**src/rtl/raizing_snd_pkg.sv**
```systemverilog
// Shared constants for the Raizing sound ROM arbiter.
// Holds the FSM state codes, requester ids, widths and default SDRAM bases.
package raizing_snd_pkg;

    localparam int unsigned SDRAM_AW = 22;
    localparam int unsigned Z80_AW   = 17;
    localparam int unsigned PCM_AW   = 20;
    localparam int unsigned DW       = 8;
    localparam int unsigned STATE_W  = 2;

    // Arbiter states
    localparam logic [STATE_W-1:0] ST_IDLE      = 2'd0;
    localparam logic [STATE_W-1:0] ST_SERVE_Z80 = 2'd1;
    localparam logic [STATE_W-1:0] ST_SERVE_PCM = 2'd2;

    // Requester ids, used by the round-robin `last` register
    localparam logic REQ_Z80 = 1'b0;
    localparam logic REQ_PCM = 1'b1;

    // Default SDRAM word offsets of each region
    localparam logic [SDRAM_AW-1:0] Z80_BASE_DEF = 22'h00_0000;
    localparam logic [SDRAM_AW-1:0] PCM_BASE_DEF = 22'h02_0000;

endpackage

```
**src/rtl/raizing_rom_cache1.sv**
```systemverilog
// Single-entry read cache: valid/tag/data register with hit compare and fill port.
// Ports:
//   clk, rst        clock, synchronous active-high reset
//   cs, addr        requester strobe and address compared against the tag
//   fill            write fill_tag/fill_data and set valid
//   hit_c           combinational hit (cs && valid && tag == addr)
//   data            registered cached byte, always driven
module raizing_rom_cache1
    import raizing_snd_pkg::*;
#(
    parameter int unsigned TW = Z80_AW
) (
    input  logic          clk,
    input  logic          rst,
    input  logic          cs,
    input  logic [TW-1:0] addr,
    input  logic          fill,
    input  logic [TW-1:0] fill_tag,
    input  logic [DW-1:0] fill_data,
    output logic          hit_c,
    output logic [DW-1:0] data
);

    logic          valid;
    logic [TW-1:0] tag;

    // Entry storage
    always_ff @(posedge clk) begin
        if (rst) begin
            valid <= 1'b0;
            tag   <= '0;
            data  <= '0;
        end else if (fill) begin
            valid <= 1'b1;
            tag   <= fill_tag;
            data  <= fill_data;
        end
    end

    assign hit_c = cs && valid && (tag == addr);

endmodule

```
**src/rtl/raizing_snd_rom_arb.sv**
```systemverilog
// Shares one SDRAM read port between the Z80 program fetch and the OKI PCM fetch.
// Each requester has a one-entry cache; misses are serialised round-robin.
// Ports:
//   CLK96, RESET96          clock, synchronous active-high reset
//   Z80_CS/ADDR/OK/DOUT     Z80 ROM handshake (OK combinational from cache)
//   PCM_CS/ADDR/OK/DOUT     PCM ROM handshake (OK combinational from cache)
//   SDRAM_CS/ADDR           registered request, held stable until SDRAM_OK
//   SDRAM_OK/DATA           one-cycle data-valid pulse and read byte
//   BUSY                    registered, high while a transaction is in flight
module raizing_snd_rom_arb
    import raizing_snd_pkg::*;
#(
    parameter int unsigned    AW       = SDRAM_AW,
    parameter logic [AW-1:0]  Z80_BASE = AW'(Z80_BASE_DEF),
    parameter logic [AW-1:0]  PCM_BASE = AW'(PCM_BASE_DEF)
) (
    input  logic              CLK96,
    input  logic              RESET96,
    input  logic              Z80_CS,
    input  logic [Z80_AW-1:0] Z80_ADDR,
    output logic              Z80_OK,
    output logic [DW-1:0]     Z80_DOUT,
    input  logic              PCM_CS,
    input  logic [PCM_AW-1:0] PCM_ADDR,
    output logic              PCM_OK,
    output logic [DW-1:0]     PCM_DOUT,
    output logic              SDRAM_CS,
    output logic [AW-1:0]     SDRAM_ADDR,
    input  logic              SDRAM_OK,
    input  logic [DW-1:0]     SDRAM_DATA,
    output logic              BUSY
);

    logic [STATE_W-1:0] state;
    logic [STATE_W-1:0] state_d;
    logic [PCM_AW-1:0]  req_addr;
    logic               last;
    logic               start;
    logic               grant_pcm;
    logic               z80_miss;
    logic               pcm_miss;
    logic               z80_fill;
    logic               pcm_fill;

    assign z80_miss = Z80_CS && !Z80_OK;
    assign pcm_miss = PCM_CS && !PCM_OK;
    assign z80_fill = (state == ST_SERVE_Z80) && SDRAM_OK;
    assign pcm_fill = (state == ST_SERVE_PCM) && SDRAM_OK;

    // Z80 program cache; tag is the low part of the shared latched address
    raizing_rom_cache1 #(.TW(Z80_AW)) u_z80_cache (
        .clk       (CLK96),
        .rst       (RESET96),
        .cs        (Z80_CS),
        .addr      (Z80_ADDR),
        .fill      (z80_fill),
        .fill_tag  (req_addr[Z80_AW-1:0]),
        .fill_data (SDRAM_DATA),
        .hit_c     (Z80_OK),
        .data      (Z80_DOUT)
    );

    // PCM sample cache
    raizing_rom_cache1 #(.TW(PCM_AW)) u_pcm_cache (
        .clk       (CLK96),
        .rst       (RESET96),
        .cs        (PCM_CS),
        .addr      (PCM_ADDR),
        .fill      (pcm_fill),
        .fill_tag  (req_addr),
        .fill_data (SDRAM_DATA),
        .hit_c     (PCM_OK),
        .data      (PCM_DOUT)
    );

    // State register
    always_ff @(posedge CLK96) begin
        if (RESET96) begin
            state <= ST_IDLE;
        end else begin
            state <= state_d;
        end
    end

    // Next state and grant; a tie goes to whoever was not served last
    always_comb begin
        state_d   = state;
        start     = 1'b0;
        grant_pcm = 1'b0;
        case (state)
            ST_IDLE: begin
                if (z80_miss && pcm_miss) begin
                    start     = 1'b1;
                    grant_pcm = (last == REQ_Z80);
                end else if (z80_miss) begin
                    start     = 1'b1;
                end else if (pcm_miss) begin
                    start     = 1'b1;
                    grant_pcm = 1'b1;
                end
                if (start) begin
                    state_d = grant_pcm ? ST_SERVE_PCM : ST_SERVE_Z80;
                end
            end
            ST_SERVE_Z80,
            ST_SERVE_PCM: begin
                if (SDRAM_OK) begin
                    state_d = ST_IDLE;
                end
            end
            default: state_d = ST_IDLE;
        endcase
    end

    // Registered SDRAM request, latched address and round-robin history.
    // The address is only loaded on grant, so it cannot move while CS is high
    // even if the requester changes its address mid-transaction.
    always_ff @(posedge CLK96) begin
        if (RESET96) begin
            SDRAM_CS   <= 1'b0;
            SDRAM_ADDR <= '0;
            BUSY       <= 1'b0;
            req_addr   <= '0;
            last       <= REQ_PCM;
        end else begin
            SDRAM_CS <= (state_d != ST_IDLE);
            BUSY     <= (state_d != ST_IDLE);
            if (start) begin
                if (grant_pcm) begin
                    req_addr   <= PCM_ADDR;
                    SDRAM_ADDR <= PCM_BASE + AW'(PCM_ADDR);
                end else begin
                    req_addr   <= PCM_AW'(Z80_ADDR);
                    SDRAM_ADDR <= Z80_BASE + AW'(Z80_ADDR);
                end
            end
            if (z80_fill) begin
                last <= REQ_Z80;
            end
            if (pcm_fill) begin
                last <= REQ_PCM;
            end
        end
    end

endmodule

```
**config.mk**
```make
export PLATFORM = sky130hd
export DESIGN_NAME = raizing_snd_rom_arb
export DESIGN_NICKNAME = d
export VERILOG_FILES = /design/src/rtl/raizing_snd_pkg.sv /design/src/rtl/raizing_rom_cache1.sv /design/src/rtl/raizing_snd_rom_arb.sv
export SDC_FILE = /design/constraint.sdc
export NUM_CORES = 1
export LEC_CHECK = 0
export BUFFER_PORTS_ARGS = -buffer_cell sky130_fd_sc_hd__buf_2
export CORE_ASPECT_RATIO = 1.2
export CORE_MARGIN = 3
export CORE_UTILIZATION = 35
export CTS_CLUSTER_DIAMETER = 40
export DETAILED_ROUTE_END_ITERATION = 10
export RECOVER_POWER = 25
export SLEW_MARGIN = 20
export SYNTH_ARGS = -nofsm -noshare
export SYNTH_HDL_FRONTEND = slang
export SYNTH_HIERARCHICAL = 1
export SYNTH_SLANG_ARGS = --single-unit
```
**constraint.sdc**
```tcl
create_clock -name CLK96 -period 3 [get_ports CLK96]
set_clock_uncertainty 0.05 [all_clocks]
set_input_delay 0.6 -clock CLK96 [delete_from_list [all_inputs] [get_ports CLK96]]
set_output_delay 0.6 -clock CLK96 [all_outputs]
set_load 0.05 [all_outputs]
```
---- Yosys cells after proc, flatten, opt, wreduce, memory -nomap -nowiden ----
Index checks and enable logic that the tools add are counted.
Widths: inputs -> output; s select.
storage, ports and cells
  bits in registers ....................... 101
  input port bits ......................... 50
  output and inout port bits .............. 42
  word-level logic and storage cells ...... 47
operators by class
  add/subtract/negate cells ............... 1
  equal/unequal tests ..................... 4
  muxes and demuxes ....................... 15
  bitwise logic cells ..................... 1
  reductions and logical operators ........ 15
operators by type and width
  cell                    count
  $add 18x20->21 const A  1
  $mux 21                 1
  $eq 20x20->1            1
  $mux 20                 1
  $eq 17x17->1            1
  $logic_and 1x1->1       9
  $mux 1                  9
  $mux 2                  3
  $pmux 2 s2              1
  $reduce_or 2->1         2
  $eq 2x1->1 const B      1
  $eq 2x2->1 const B      1
  $logic_not 1->1         2
  $logic_not 2->1         1
  $reduce_bool 2->1       1
  $not 1->1               1

---- Longest topological paths before layout ----
  depth after elaboration ................. 12
  gate-level depth with buffers ........... 11
  gate-level depth less buffers ........... 8

---- Cells and area by module ----
The synthesis kept the hierarchy.
modules (own cells, without submodules)
  module                            times used  cells each  area an instance (µm²)  seq. area each (µm²)
  raizing_snd_rom_arb               1           154         1458.9                  560.5
  raizing_rom_cache1 (u_pcm_cache)  1           120         1227.4                  580.6
  raizing_rom_cache1 (u_z80_cache)  1           107         1099.8                  520.5

---- Worst setup path before layout ----
OpenSTA, ideal clock, no wires.
  kind .................................... in2reg
  from .................................... input PCM_ADDR[16]
  to ...................................... register req_addr[10]
  library setup time ...................... 132 ps
  arrival time ............................ 3106 ps
  required time ........................... 2818 ps
  path slack .............................. -289 ps
  stages .................................. 11
  path buffers ............................ 3
  cells stage by stage .................... xor2_1 nor4_1 nand4_1 nor4_2 nor2b_1 buf_4 and3_1 buf_4 buf_6 o221ai_2 a21oi_1
between the ends
  cells in the longest elaborated chain, start to end .. 10
  elaborated cells between the ends (all ways) .. 15
  classes of those cells .................. 1 x eq/ne; 10 x mux; 4 x reduce/logical
RTL lines
  what                    RTL line                    source
  start: declaration      raizing_snd_rom_arb.sv:24   input logic [PCM_AW-1:0] PCM_ADDR,
  $eq 20x20->1 *          raizing_rom_cache1.sv:40    assign hit_c = cs && valid && (tag == addr);
  $logic_and 1x1->1 *     raizing_rom_cache1.sv:40
  named net PCM_OK        raizing_snd_rom_arb.sv:25   output logic PCM_OK,
  $logic_not 1->1 *       raizing_snd_rom_arb.sv:46   assign pcm_miss = PCM_CS && !PCM_OK;
  $logic_and 1x1->1 *     raizing_snd_rom_arb.sv:46
  $mux 1                  raizing_snd_rom_arb.sv:97   end else if (pcm_miss) begin
  $mux 1                  raizing_snd_rom_arb.sv:95   end else if (z80_miss) begin
  $mux 1                  raizing_snd_rom_arb.sv:92   if (z80_miss && pcm_miss) begin
  $mux 1 (2 in series)    raizing_snd_rom_arb.sv:90   case (state)
  $mux 20                 raizing_snd_rom_arb.sv:129  if (grant_pcm) begin
  end signal: assignment  raizing_snd_rom_arb.sv:133  req_addr <= PCM_AW'(Z80_ADDR);
  end: declaration        raizing_snd_rom_arb.sv:36   logic [PCM_AW-1:0] req_addr;
Mark *: on every way through the listed nets, which the timed path passes. The rest lies on a longest branch. The select of a mux whose other input is x is not followed.
A chain may end at the register's enable or synchronous reset.

---- Final worst setup path ----
  from .................................... input PCM_ADDR[1]
  to ...................................... output PCM_OK
between the ends
  cells in the longest elaborated chain, start to end .. 2
RTL lines
  what               RTL line
  $eq 20x20->1       raizing_rom_cache1.sv:40
  $logic_and 1x1->1  raizing_rom_cache1.sv:40
  end: declaration   raizing_snd_rom_arb.sv:25
No other way between the ends.

==> run metrics <==
worst reg2reg path depth=8; worst setup margin=298 ps; minimum setup slack after placement=170 ps; Least-Margin Pin Slew=1200 ps; Starting Density=0.369; Max Slew Vio Count=0; crit end category=output port; DIE WIDTH=101 um; Final setup viols=0; register area share after synthesis=0.439; vias per inst=5.01; Period Utilization, post-route=0.901; Clock Tree Root=clkbuf_16; status=finished, final reports clean; worst path cell trace=buf_2, xor2_1, nor4_1, nand4_1, nor4_4, buf_2; post-CTS setup buffer count=0; R2R Path End=req_addr[12]$_SDFFE_PP0P_; RD Place Congestion=0.869; EDFF count, synth=0; Worst R2R Start=u_pcm_cache/tag[1]$_SDFFE_PP0P_; sequential cell area=1660 um^2; sequential cell fraction of total power=0.423; Rows=40; metal3 WL=429 um; Synth Flop Type=dfxtp_1; Hold WS=411 ps; most common cell after layout, fill and taps aside=buf_2; Routed WL per cell=16.8 um; Synth Cell Area=3790 um^2; layout cells sized above 1=0.288; n_diodes=0; largest net degree at the start of global routing=36; Slew headroom=0.201; uppermost layer routed=met4; Final TNS setup=0 ps; Fmax=370 MHz; DRT antenna net count=0; leakage power=1.83 nW; first-pass GRT wire length=15.4 mm; grt ovf=0; H-tree depth=3; max cap viols=0; crit path launch type=primary input; Seq cells post-synth=83; hold crit path type=register to register; metal2 WL=4.70 mm; Worst Hold End=SDRAM_ADDR[20]$_SDFFE_PP0P_; CTS clk-pin slew, worst paths=60 ps; power density over the cells=624 nW/um^2; clock power share=0.395; fin crit period=2700 ps; cts repair resizes=0; CTS sink cnt=83; fraction of registers with async set/reset=0; Die Area=12100 um^2; synthesized area per cell=9.94 um^2; Internal Pwr Total=2.01 mW; RSZ-0062 raised after global routing=no; crit-path max cell delay=370 ps; critical path peak fanout=2; Hold Buf Count CTS=0; Post-Route Utilization=0.442; critical path class=primary input to output port; DRC violations left=0; Longest Clk Path Bufs=2; DP HPWL=6.99 mm; commonest non-fill, non-tap cells in the layout=buf_2 (90), dfxtp_1 (83), nor2_1 (63), mux2i_1 (53), xnor2_1 (25); M1 wire length=4.42 mm; Die H=120 um; critical path required time=2350 ps; DR vias=2912; worst hold path depth=2; Detailed Route Iter0 Violations=172; startpoint of the worst hold path=SDRAM_ADDR[20]$_SDFFE_PP0P_; Nets=505; initial antenna violation count=0; Synth cell types=38; worst skew pair latency=330 ps; part of the power in combinational logic=0.182; port buffer count=90; Peak supply drop=0.283 mV; I/O pins=92; Area Overhead vs Synth=19.7%; Critical Path Most Common Cell=buf_2; FILL cells=995; switching part of the total=0.288; switching power total=0.815 mW; Final Hold Viols=0; core footprint=10300 um^2; synth warn=6; Tot GR Track Use=0.165; multi-input logic area=1850 um^2; crit path DAT=2050 ps; Pre-Repair DR Iteration Count=4; number of buffers created by CTS=9; Synthesized Nets=436; vias in the first global route=2945; Slowest-stage cell, CP=nor4_1; TritonCTS clock tree=done; routed wire length=9.77 mm; r2r setup slk=550 ps; Post-Syn Instances=381
==> worst max path at each step <==
stage	from	slack, ps	to
floorplan	PCM_ADDR[16]	9	req_addr[10]$_SDFFE_PP0P_
global placement	PCM_ADDR[1]	270	req_addr[12]$_SDFFE_PP0P_
detailed placement	PCM_ADDR[1]	170	req_addr[12]$_SDFFE_PP0P_
CTS	PCM_ADDR[1]	310	PCM_OK
global route	PCM_ADDR[1]	240	PCM_OK
finish	PCM_ADDR[1]	300	PCM_OK
==> flip-flops by register name, summed over array words and instances, names as in the netlist <==
register / count
u_pcm_cache/valid: 1
SDRAM_ADDR: 4
state: 2
last: 1
u_z80_cache/valid: 1
u_z80_cache/data: 8
u_pcm_cache/data: 8
u_z80_cache/tag: 17
BUSY: 1
u_pcm_cache/tag: 20
req_addr: 20
==> stage by stage <==
step / total power, mW / area [um^2] / std cells
after CTS: 2.85 / 4540 / 581
after global routing: 2.94 / 4530 / 581
after detailed placement: 1.74 / 4230 / 565
after global placement: 1.73 / 4230 / 565
after floorplan: 1.61 / 3800 / 381
final: 2.83 / 4530 / 581
==> metal layers <==
layer	GRT usage	vias up
met2	0.266	68
met4	0.0723	0
met3	0.0395	15
met5	0	-
met1	0.209	1393
li1	-	1436
==> Yosys cell counts, types with 5 or more instances <==
cell,number,share of area
dfxtp_1,83,0.44
nor2_1,63,0.062
mux2i_1,53,0.14
buf_4,26,0.052
xnor2_1,25,0.058
nand2_1,19,0.019
a21oi_1,18,0.024
xor2_1,13,0.030
o221ai_2,10,0.040
nand4_1,9,0.015
buf_2,7,0.0093
o221ai_1,7,0.016
a22oi_1,6,0.012
clkbuf_1,6,0.0059
ha_1,5,0.017
==> critical path, delay by kind of cell <==
family / cells / cell delay, ps
buffers and inverters: 2 / 450
AND/OR/NAND/NOR: 3 / 820
XOR/XNOR: 1 / 170
==> power by group through the flow <==
| stage | clock [mW] | combinational (mW) | sequential, mW |
|---|---|---|---|
| after global routing | 1.19 | 0.551 | 1.20 |
| after global placement | 0 | 0.509 | 1.22 |
| after detailed placement | 0 | 0.516 | 1.22 |
| final | 1.12 | 0.514 | 1.20 |
| after CTS | 1.14 | 0.518 | 1.20 |
| after floorplan | 0 | 0.363 | 1.25 |
==> kinds of logic (layout without fill, tap and decap cells) <==
logic type                 count (synthesis)  count (layout)  share of synthesized area
other                                      1               1                   0.000990
and+or+nand+nor                          107             107                      0.130
xor gates and xnor gates                  38              38                     0.0879
DFF                                       83              83                      0.439
muxes                                     53              53                      0.140
AOI/OAI and AO/OA                         48              48                      0.108
buffers and inverters                     46             120                     0.0777
adders and majority gates                  5               5                     0.0165
==> layout make-up <==
cell class | count | share of cell area
multi-input cells | 252 | 0.408
flip-flops and latches | 83 | 0.367
repair buffers | 100 | 0.120
clock buffers | 12 | 0.0566
well taps | 126 | 0.0348
clock inverters | 4 | 0.0108
inverters | 4 | 0.00331
Power figures use the tool's default switching activity.
